**src/rtl/up_counter_with_load_pkg.sv**
```systemverilog
// up_counter_with_load_pkg: shared width default and count type for counter users
package up_counter_with_load_pkg;
    localparam int WIDTH = 8;
    typedef logic [WIDTH-1:0] count_t;
endpackage

```
**src/rtl/up_counter_with_load_if.sv**
```systemverilog
// up_counter_with_load_if: control/data bundle between a controller and the counter
interface up_counter_with_load_if #(parameter int WIDTH = 8);
    logic [WIDTH-1:0] data;
    logic             load;
    logic             enable;
    logic [WIDTH-1:0] out;
    modport master (output data, load, enable, input out);
    modport slave (input data, load, enable, output out);
endinterface

```
**src/rtl/up_counter_with_load.sv**
```systemverilog
// up_counter_with_load: synchronous up-counter with parallel load and count enable
module up_counter_with_load
    import up_counter_with_load_pkg::*;
(
    input  logic                   clk,
    input  logic                   reset,
    up_counter_with_load_if.slave  bus
);
    count_t q;
    count_t q_next;
    // priority: reset, then load, then increment (carry discarded), else hold
    always_comb begin
        q_next = reset ? '0 : bus.load ? bus.data : bus.enable ? q + 1'b1 : q;
    end
    always_ff @(posedge clk) begin
        q <= q_next;
    end
    assign bus.out = q;
endmodule

```
**src/flat_wrapper.sv**
```systemverilog
// flat-port wrapper written by rule: the top's interface ports become plain ports
module up_counter_with_load_flat import up_counter_with_load_pkg::*;
  (clk, reset, bus_data, bus_load, bus_enable, bus_out);
  up_counter_with_load_if #(.WIDTH(8)) bus_i ();
  input  logic clk;
  input  logic reset;
  input wire logic [$bits(bus_i.data)-1:0] bus_data;
  input wire logic [$bits(bus_i.load)-1:0] bus_load;
  input wire logic [$bits(bus_i.enable)-1:0] bus_enable;
  output wire logic [$bits(bus_i.out)-1:0] bus_out;
  assign bus_i.data = bus_data;
  assign bus_i.load = bus_load;
  assign bus_i.enable = bus_enable;
  assign bus_out = bus_i.out;
  up_counter_with_load u_core (.clk(clk), .reset(reset), .bus(bus_i));
endmodule
```
**config.mk**
```make
export PLATFORM = sky130hd
export DESIGN_NAME = up_counter_with_load_flat
export DESIGN_NICKNAME = d
export VERILOG_FILES = /design/src/rtl/up_counter_with_load_pkg.sv /design/src/rtl/up_counter_with_load_if.sv /design/src/rtl/up_counter_with_load.sv /design/src/flat_wrapper.sv
export SDC_FILE = /design/constraint.sdc
export NUM_CORES = 1
export LEC_CHECK = 0
export BUFFER_PORTS_ARGS = -buffer_cell sky130_fd_sc_hd__buf_2
export CORE_AREA = 2 2 39 41
export CTS_CLUSTER_SIZE = 28
export DETAILED_ROUTE_END_ITERATION = 8
export DIE_AREA = 0 0 41 43
export GPL_ROUTABILITY_DRIVEN = 0
export GPL_TIMING_DRIVEN = 1
export MAX_ROUTING_LAYER = met4
export PLACE_DENSITY = 0.69
export SLEW_MARGIN = 20
export SYNTH_ARGS = -nofsm -noshare
export SYNTH_HDL_FRONTEND = slang
export SYNTH_SLANG_ARGS = --single-unit
```
**constraint.sdc**
```tcl
create_clock -name clk -period 1.6 [get_ports clk]
set_input_delay 0.32 -clock clk [delete_from_list [all_inputs] [get_ports clk]]
set_output_delay 0.32 -clock clk [all_outputs]
set_load 0.03 [all_outputs]
```
# Word-level counts from Yosys, hierarchy flattened
# Index checks and enable logic that the tools add are counted.
totals:
  reg_bits: 8
  output_inout_bits: 8
  elab_cells: 5
classes:
  add_sub_neg: 1
  n_mux: 2
  n_reduce_logical: 1
op_table:
  columns: ["cell", "count"]
  rows:
  - ["$mux W8", 2]
  - ["$add A8 B1 Y8 const B", 1]
  - ["$reduce_bool A2 Y1", 1]

# Longest topological paths before layout
depth:
  depth_word: 3
  mapped_depth: 4
  mapped_depth_nobuf: 4

# Worst setup path before layout
# OpenSTA, ideal clock, no wires.
synth_timing:
  path_kind: "in2reg"
  from: "input port reset"
  to: "register u_core.q[7] (netlist: u_core.bus.out[7])"
  arrival_time_ns: 1.350
  slack_ns: 0.171
  path_stages: 4
  cell_sequence: "buf_4 or3b_1 or4_1 o211ai_1"
synth_rtl:
  columns: ["item", "line_no", "source"]
  rows:
  - ["start: declaration", "flat_wrapper.sv:6", "input logic reset;"]
  - ["end signal: assignment", "up_counter_with_load.sv:16", "q <= q_next;"]
  - ["end: declaration", "up_counter_with_load.sv:9", "count_t q;"]

# Worst setup path after layout
layout_timing:
  from: "register u_core.q[2] (netlist: u_core.bus.out[2])"
  to: "register u_core.q[7] (netlist: u_core.bus.out[7])"
layout_via:
  elab_chain_len: 3
layout_rtl:
  columns: ["item", "line_no", "source"]
  rows:
  - ["$add A8 B1 Y8", "up_counter_with_load.sv:13", "q_next = reset ? '0 : bus.load ? bus.data : bus.enable ? q + 1'b1 : q;"]
  - ["$mux W8 (2 in a row)", "up_counter_with_load.sv:13", null]
# Every way passes these cells. The select of a mux whose other input is x is not followed.
# A chain may end at the register's enable or synchronous reset.

==> run metrics <==
DR pass1 iterations=4; setup violators final=0; Hold WS=approximately 0.31 ns; CP max stage delay=0.52 ns; Cell Area, Synth=464 sq um; layout cells sized above 1=34.7%; floorplan core area=0.00138 sq mm; Syn Inst Count=53; power per cell area=820 mW/mm^2; critical path endpoint category=register; nets=90; Seq/Total Area, Yosys=34.5%; final wirelength=969 um; Die Area=0.00176 sq mm; critical path class=register to register; clk_lat worst skew=0.25 ns; Worst Hold End=u_core.bus.out[1]; vias in the first global route=between 300 and 400; Setup WS pre-CTS=roughly 0.15 ns; Tcrit/Tclk final=79.2%; clock tree buffer depth=2; critical path's top delay family=simple AND/OR/NAND/NOR gates; clock-pin slew on the worst setup and hold paths=roughly 0.050 ns; worst path arrival time=1.45 ns; Post-CTS Setup Inserts=0; buffers added on ports=19; worst hold path stage count=3; CTS Sinks=8; mean area per synthesized cell=8.76 sq um; syn nets=66; setup slack after layout=0.333 ns; H-Tree Depth=1; R2R cell count=3; Max-Cap Viols=0; reg-to-reg critical path startpoint=u_core.bus.out[2]; die height=43 um; CP required=about 1.8 ns; leakage=0.263 nW; Hold Crit Class=primary input to register; post-DR wirelength/cell=10.6 um; area of the multi-input gates=274 sq um; count of pins over their slew limit=0; 1st-iter DRT viols=1; Die X=41 um; top-level I/O count=20; RSZ-0062 raised after global routing=false; Largest register FFs=8; Initial Utilization=33.5%; Crit Path Max Fanout=6; DR vias/cell=a little over 5; min-delay src=bus_data[1]; peak supply drop=0.000392 V; post-detail-place hpwl=around 730 um; hold-fix buffers at CTS=0; Num CTS Buffers=3; WP buf/inv=0; TritonCTS clock tree=yes; P&R area growth vs syn=29.6%; vias=460; pin count of the biggest net entering global routing=11; initial antenna violation count=0; GRT Overall Usage=12.4%; register area=roughly 160 sq um; Yosys reg bits=8; Critical-path top delay cell=or4_1; # diodes=0; Unique masters post-synth=22; Relative slew margins=82.5%; Worst Skew=~0.0055 ns; status=completed; Worst-Margin Slew=0.262 ns; Root Driver=clkbuf_4; Max Fclk=789 MHz; Placement Rows=14; Synth Warn #=0; first-pass GRT wire length=1470 um; RR Endpoint=u_core.bus.out[7]; global route overflow=0; post-CTS sizing=0; internal reg-to-reg setup slack=0.33 ns; antenna viol nets, final=0; final hold vios=0; fillcell total=between 100 and 150; Startpoint Class=register; worst path cell trace=nand3_1 > or4_1 > o211ai_1; setup TNS=0 ns; Tmin final=1.27 ns; residual DRC count=0
layer usage:
layer / track usage, % / wire length (um)
met3: 7.85 / 90
met5: - / 0
met1: 13.2 / 431
met4: 2.00 / 9
met2: 19.4 / 437
tightest hold or removal path, stage by stage:
cell and delay [ns]:
buf_2 0.08, mux2i_1 0.05, nor2_1 0.07
Yosys cell counts:
library cell  n  area (sq um)
mux2_2        1          11.3
nand2_1       2          7.51
buf_6         1          11.3
xor2_1        4          35.0
or4_1         2          15.0
o21a_1        1          7.51
o211ai_1      4          30.0
mux2i_1       2          20.0
inv_1         2          7.51
nor2_1        5          18.8
nand3_1       3          15.0
buf_4         1          7.51
nor3b_1       3          22.5
a21oi_1       3          15.0
a211oi_1      3          22.5
nand4_1       3          18.8
ha_1          1          12.5
o31a_1        1          8.76
nor3_1        1          5.00
clkbuf_1      1          3.75
or3b_1        1          8.76
dfxtp_1       8           160
how the worst max path moves through the flow:
stage	depth (start not counted)	to	slack (ns)	from
final	3	u_core.bus.out[7]	0.33	u_core.bus.out[2]
after global routing	4	u_core.bus.out[6]	0.27	u_core.bus.out[0]
after floorplan	4	u_core.bus.out[7]	0.17	reset
after CTS	3	u_core.bus.out[7]	0.33	u_core.bus.out[2]
after detailed placement	4	u_core.bus.out[7]	0.15	bus_load
after global placement	4	u_core.bus.out[7]	0.17	bus_load
cell families (layout without fill, tap and decap cells):
family | after synthesis | in the layout | share of synthesized area, %
and+or+nand+nor | 20 | 20 | 24.0
AOI/OAI and AO/OA | 12 | 12 | 18.1
DFF | 8 | 8 | 34.5
buffers and inverters | 5 | 27 | 6.47
xor gates and xnor gates | 4 | 4 | 7.55
muxes | 3 | 3 | 6.74
adders and majority gates | 1 | 1 | 2.69
per-stage QoR:
step,area (sq um),util (%),instances,power (mW)
after floorplan,464,-,53,0.312
after global placement,579,41.9,88,0.348
after global routing,602,43.5,91,0.521
after detailed placement,579,41.9,88,0.350
after CTS,602,43.5,91,0.501
final,602,43.5,91,0.494
layout make-up:
cell class              count  area share, %
repair buffers             22           19.5
flip-flops and latches      8           26.6
inverters                   2           1.25
well taps                  16           3.33
clock buffers               3           3.74
multi-input cells          40           45.5
layout by cell type, fill, tap and decap left out:
cell type / count
a211oi_1: 3
a21oi_1: 3
buf_2: 19
buf_4: 3
clkbuf_4: 3
dfxtp_1: 8
ha_1: 1
inv_1: 2
mux2_2: 1
mux2i_1: 2
nand2_1: 2
nand3_1: 3
nand4_1: 3
nor2_1: 5
nor3_1: 1
nor3b_1: 3
o211ai_1: 4
o21a_1: 1
o31a_1: 1
or3b_1: 1
or4_1: 2
xor2_1: 4
where the power goes:
group          internal (mW)  switching (mW)  leakage [nW]  total, mW
Sequential             0.215          0.0187        0.0664      0.233
Combinational         0.0473          0.0649         0.183      0.112
Clock                 0.0854          0.0628        0.0138      0.148
Total                  0.347           0.146         0.263      0.494
(Power assumes the default switching activity.)
